**src/rtl/fetch_sequencer_if.sv**
```systemverilog
// Bus between the fetch sequencer and its surroundings (ROM, Control, top level).
// master drives stimulus and observes; slave is the sequencer's view.
interface fetch_sequencer_if #(
    parameter int PC_W   = 10,
    parameter int INST_W = 9,
    parameter int CYC_W  = 16
);
    logic              Start;
    logic [INST_W-1:0] InstIn;
    logic              Halt;
    logic              Branch;
    logic              AccNonZero;
    logic              LutWe;
    logic [3:0]        LutAddr;
    logic [PC_W-1:0]   LutData;

    logic [PC_W-1:0]   InstAddr;
    logic              InstValid;
    logic              TypeBit;
    logic [3:0]        OP;
    logic [3:0]        RegSel;
    logic [7:0]        Imm;
    logic              Done;
    logic [CYC_W-1:0]  CycleCount;

    modport master (
        output Start, InstIn, Halt, Branch, AccNonZero, LutWe, LutAddr, LutData,
        input  InstAddr, InstValid, TypeBit, OP, RegSel, Imm, Done, CycleCount
    );

    modport slave (
        input  Start, InstIn, Halt, Branch, AccNonZero, LutWe, LutAddr, LutData,
        output InstAddr, InstValid, TypeBit, OP, RegSel, Imm, Done, CycleCount
    );
endinterface

```
**src/rtl/fetch_sequencer.sv**
```systemverilog
// Front-end of the accumulator processor: owns the PC, slices the instruction,
// picks halt/branch/fall-through, and counts cycles spent running.
module fetch_sequencer #(
    parameter int PC_W   = 10,
    parameter int INST_W = 9,
    parameter int CYC_W  = 16
) (
    input logic               Clk,
    input logic               Reset,
    fetch_sequencer_if.slave  bus
);
    localparam logic [1:0] S_IDLE   = 2'd0;
    localparam logic [1:0] S_RUN    = 2'd1;
    localparam logic [1:0] S_HALTED = 2'd2;

    localparam logic [PC_W-1:0]  PC_ONE  = 1;
    localparam logic [CYC_W-1:0] CYC_ONE = 1;

    logic [1:0]       state;
    logic [PC_W-1:0]  pc;
    logic [CYC_W-1:0] cyc;
    logic [PC_W-1:0]  lut [16];
    logic             type_bit;
    logic             taken;

    assign type_bit = bus.InstIn[INST_W-1];

    // Only bt (7) and bf (8) can be taken; any other opcode with Branch falls through.
    always_comb begin
        taken = 1'b0;
        if (bus.OP == 4'd7)
            taken = bus.AccNonZero;
        else if (bus.OP == 4'd8)
            taken = !bus.AccNonZero;
    end

    always_ff @(posedge Clk) begin
        if (Reset) begin
            state <= S_IDLE;
            pc    <= '0;
            cyc   <= '0;
            for (int unsigned i = 0; i < 16; i++)
                lut[i] <= '0;
        end else begin
            case (state)
                S_IDLE, S_HALTED: begin
                    if (bus.LutWe)
                        lut[bus.LutAddr] <= bus.LutData;
                    if (bus.Start) begin
                        state <= S_RUN;
                        pc    <= '0;
                        cyc   <= '0;
                    end
                end
                S_RUN: begin
                    if (cyc != '1)
                        cyc <= cyc + CYC_ONE;
                    if (type_bit && bus.Halt)
                        state <= S_HALTED;
                    else if (type_bit && bus.Branch && taken)
                        pc <= lut[bus.RegSel];
                    else
                        pc <= pc + PC_ONE;
                end
                default: state <= S_IDLE;
            endcase
        end
    end

    assign bus.InstAddr   = pc;
    assign bus.InstValid  = (state == S_RUN);
    assign bus.Done       = (state == S_HALTED);
    assign bus.CycleCount = cyc;
    assign bus.TypeBit    = type_bit;
    assign bus.OP         = bus.InstIn[7:4];
    assign bus.RegSel     = bus.InstIn[3:0];
    assign bus.Imm        = bus.InstIn[7:0];
endmodule

```
**src/flat_wrapper.sv**
```systemverilog
// flat-port wrapper written by rule: the top's interface ports become plain ports
module fetch_sequencer_flat 
#(
    parameter int PC_W   = 10,
    parameter int INST_W = 9,
    parameter int CYC_W  = 16
)
  (Clk, Reset, bus_Start, bus_InstIn, bus_Halt, bus_Branch, bus_AccNonZero, bus_LutWe, bus_LutAddr, bus_LutData, bus_InstAddr, bus_InstValid, bus_TypeBit, bus_OP, bus_RegSel, bus_Imm, bus_Done, bus_CycleCount);
  fetch_sequencer_if #(.PC_W(PC_W), .INST_W(INST_W), .CYC_W(CYC_W)) bus_i ();
  input logic Clk;
  input logic Reset;
  input wire logic [$bits(bus_i.Start)-1:0] bus_Start;
  input wire logic [$bits(bus_i.InstIn)-1:0] bus_InstIn;
  input wire logic [$bits(bus_i.Halt)-1:0] bus_Halt;
  input wire logic [$bits(bus_i.Branch)-1:0] bus_Branch;
  input wire logic [$bits(bus_i.AccNonZero)-1:0] bus_AccNonZero;
  input wire logic [$bits(bus_i.LutWe)-1:0] bus_LutWe;
  input wire logic [$bits(bus_i.LutAddr)-1:0] bus_LutAddr;
  input wire logic [$bits(bus_i.LutData)-1:0] bus_LutData;
  output wire logic [$bits(bus_i.InstAddr)-1:0] bus_InstAddr;
  output wire logic [$bits(bus_i.InstValid)-1:0] bus_InstValid;
  output wire logic [$bits(bus_i.TypeBit)-1:0] bus_TypeBit;
  output wire logic [$bits(bus_i.OP)-1:0] bus_OP;
  output wire logic [$bits(bus_i.RegSel)-1:0] bus_RegSel;
  output wire logic [$bits(bus_i.Imm)-1:0] bus_Imm;
  output wire logic [$bits(bus_i.Done)-1:0] bus_Done;
  output wire logic [$bits(bus_i.CycleCount)-1:0] bus_CycleCount;
  assign bus_i.Start = bus_Start;
  assign bus_i.InstIn = bus_InstIn;
  assign bus_i.Halt = bus_Halt;
  assign bus_i.Branch = bus_Branch;
  assign bus_i.AccNonZero = bus_AccNonZero;
  assign bus_i.LutWe = bus_LutWe;
  assign bus_i.LutAddr = bus_LutAddr;
  assign bus_i.LutData = bus_LutData;
  assign bus_InstAddr = bus_i.InstAddr;
  assign bus_InstValid = bus_i.InstValid;
  assign bus_TypeBit = bus_i.TypeBit;
  assign bus_OP = bus_i.OP;
  assign bus_RegSel = bus_i.RegSel;
  assign bus_Imm = bus_i.Imm;
  assign bus_Done = bus_i.Done;
  assign bus_CycleCount = bus_i.CycleCount;
  fetch_sequencer #(.PC_W(PC_W), .INST_W(INST_W), .CYC_W(CYC_W)) u_core (.Clk(Clk), .Reset(Reset), .bus(bus_i));
endmodule
```
**config.mk**
```make
export PLATFORM = sky130hd
export DESIGN_NAME = fetch_sequencer_flat
export DESIGN_NICKNAME = d
export VERILOG_FILES = /design/src/rtl/fetch_sequencer_if.sv /design/src/rtl/fetch_sequencer.sv /design/src/flat_wrapper.sv
export SDC_FILE = /design/constraint.sdc
export NUM_CORES = 1
export LEC_CHECK = 0
export ABC_AREA = 1
export CAP_MARGIN = 30
export CORE_UTILIZATION = 44
export CTS_BUF_LIST = sky130_fd_sc_hd__clkbuf_8
export DETAILED_ROUTE_END_ITERATION = 6
export PLACE_DENSITY = 0.65
export SKIP_LAST_GASP = 1
export SYNTH_ARGS = -nofsm -noshare
export SYNTH_HDL_FRONTEND = slang
export SYNTH_SLANG_ARGS = --single-unit
```
**constraint.sdc**
```tcl
create_clock -name Clk -period 2.2 [get_ports Clk]
set_input_delay 0.44 -clock Clk [delete_from_list [all_inputs] [get_ports Clk]]
set_output_delay 0.44 -clock Clk [all_outputs]
set_load 0.01 [all_outputs]
```
==> impl_metrics.py <==
metrics = {
    "clock_network": {
        "clkTransAtPathRegs_ns": 0.10,
        "postCtsSetupRepairBufs": 0,
        "numCtsBuffers": 17,
        "cts_tree": "yes",
        "cts_resized": 0,
        "hold_buffers": 0,
        "htreeDepth": 4,
        "cts.path.max_buffers": 2,
        "clockRootBuffer": "clkbuf_8",
        "clock_sinks": 188,
        "clock_latency_ns": 0.48,
    },
    "timing": {
        "hold_ws_ns": 0.491,
        "fmax_ghz": 0.483,
        "rsz0062_at_grt": "no",
        "finalHoldViolCount": 0,
        "worst_pin_slew_ns": 0.712,
        "fin_tns_setup_ns": 0,
        "finalCriticalPeriod_ns": 2.07,
        "slew_violations": 0,
        "final.period_utilization_pct": 94.2,
        "skew_ns": 0.0140,
        "relSlewSlack_pct": 52.5,
        "setup_viol": 0,
    },
    "setup_path": {
        "critPathKind": "in -> out",
        "crit_slowest_cell": "clkdlybuf4s50_1",
        "critPathCaptureType": "primary output",
        "cp-start-kind": "input pin",
        "cp_slowest_stage_delay_ns": 0.61,
        "path_buf_inv": 2,
        "worst_path_most_repeated_cell": "clkdlybuf4s50_1",
        "crit_chain": "clkdlybuf4s50_1 -> clkdlybuf4s50_1",
        "path_delay_family": "buffers and inverters",
        "required_ns": 1.76,
        "critPathMaxFanout": 4,
        "arrival_ns": 1.63,
    },
    "floorplanning": {
        "initial_utilization_pct": 45.0,
        "fp.coreArea_sq_um": 20300,
        "num_rows": 52,
        "io_pins": 75,
        "dieArea_sq_um": 21300,
        "fp.dieW_um": 146,
        "die_y_um": 146,
    },
    "routing": {
        "drt_first_pass_iters": 6,
        "route.antenna.remaining_nets": 0,
        "wl_per_cell_um": 16.6,
        "wl_met1_mm": 10.4,
        "vias": 7447,
        "met3_length_mm": 1.26,
        "wl_mm": 23.5,
        "top_layer": "met4",
        "via_per_inst": 5.27,
        "dr_wl_met2_mm": 11.3,
        "drc": 0,
        "drt_iter0_markers": 715,
    },
    "final_layout": {
        "antenna_cells": 0,
        "mostFrequentLayoutCells": "nand2_1 (294), nor2_1 (193), nand3_1 (162)",
        "drive_gt1_share_pct": 10.7,
        "nets": 1162,
        "fin_area_sq_um": 10900,
        "area_growth_pct": 19.7,
        "mostFrequentLayoutCell": "nand2_1",
        "fin_cells": 1413,
    },
    "global_routing": {
        "grt-ovfl-total": 0,
        "grt_pass1_wl_mm": 37.2,
        "grt_use_total_pct": 22.9,
        "antenna_found_initial": 0,
        "grt_pass1_vias": 6941,
        "grt_max_degree": 51,
    },
    "hold_path": {
        "hold_class": "reg -> reg",
    },
    "placement": {
        "placed_area_sq_um": 10600,
        "dp.cells": 1381,
        "globalplace.congestion": 0.849,
        "dp_hpwl_mm": 15.9,
        "io_buffers": 74,
    },
    "yosys": {
        "synth_flop_cell": "edfxtp_1",
        "syn_avg_cell_area_sq_um": 8.72,
        "synth-edff-count": 160,
        "async_flop_share_pct": 0,
        "synthTopCellsByArea": "edfxtp_1 (53%), nand2_1 (12%), nand3_1 (8.9%)",
        "synth_nets": 1080,
        "ys_seq_elements": 188,
        "yosysSeqAreaShare_pct": 58.7,
        "synth_cells": 1048,
        "ys_types": 30,
        "synthDominantCellAreaShare_pct": 52.6,
        "synth_top_area_cell": "edfxtp_1",
        "synth_area_sq_um": 9130,
        "ys_warn_count": 0,
    },
    "run": {
        "maxCapViolations": 0,
    },
    "power": {
        "pwr_density_cell_nw_per_um2": 650,
        "leakagePower_nw": 4.32,
        "ir_drop_uv": 363,
        "total_power_mw": 7.10,
    },
    "run_status": {
        "status": "complete, no violations",
    },
}
==> state kept, by name, indices dropped and copies added, names as in the netlist <==
signal                 count
u_core.lut               160
u_core.bus.CycleCount     16
u_core.bus.InstAddr       10
u_core.state               2
==> final cells by class <==
type | count | area [sq um]
flip-flops and latches | 188 | 5370
fillers | 1902 | 9370
inverters | 53 | 199
clock buffers | 17 | 234
well taps | 270 | 338
multi-input cells | 726 | 3150
repair buffers | 144 | 1500
clock inverters | 15 | 146
==> per-layer routing <==
layer	up-vias	track usage (%)
li1	3597	-
met1	3550	30.2
met2	257	37.9
met3	43	3.41
met4	0	9.22
met5	-	0
==> report_power, final <==
part	leakage (nW)	switching [mW]	internal, mW
clock network	0.201	1.26	1.01
logic	2.25	0.503	0.305
registers	1.87	0.0426	3.98
==> final timing paths <==
| path | cells past startpoint | slack, ns | end | from |
|---|---|---|---|---|
| hold reg to reg | 2 | 0.49 | u_core.state[1] | u_core.state[1] |
| hold / removal | 2 | 0.49 | u_core.state[1] | u_core.state[1] |
| setup reg to reg | 8 | 0.30 | u_core.bus.CycleCount[13] | u_core.bus.CycleCount[0] |
| setup / recovery | 2 | 0.13 | bus_RegSel[1] | bus_InstIn[1] |
==> cell families (layout without fill, tap and decap cells) <==
kind of cell             Yosys count  count (layout)  synth area share [%]
adder cells (fa/ha/maj)            2               2                 0.274
buffers and inverters            134             229                  6.77
flip-flops                       188             188                  58.7
AO/OA/AOI/OAI                     40              40                  2.63
XOR/XNOR                           5               5                 0.480
AND/OR/NAND/NOR                  679             679                  31.1
==> synthesized netlist by cell type, drive strengths merged, types with 2 or more instances <==
cell    number
a21oi       34
buf         49
clkbuf      32
clkinv       5
dfxtp       28
edfxtp     160
ha           2
inv         48
nand2      302
nand3      162
nand4        8
nor2       193
nor3        11
o21ai        4
xnor2        2
xor2         3
==> stage by stage <==
| stage | utilization (%) | setup slack (ns) |
|---|---|---|
| floorplan | - | 0.380 |
| global placement | 52.0 | -0.0280 |
| detailed placement | 52.0 | -0.0341 |
| CTS | 53.9 | 0.106 |
| global route | 53.9 | 0.0247 |
| finish | 53.9 | 0.128 |
No activity file was read; power rests on OpenSTA's default activity.
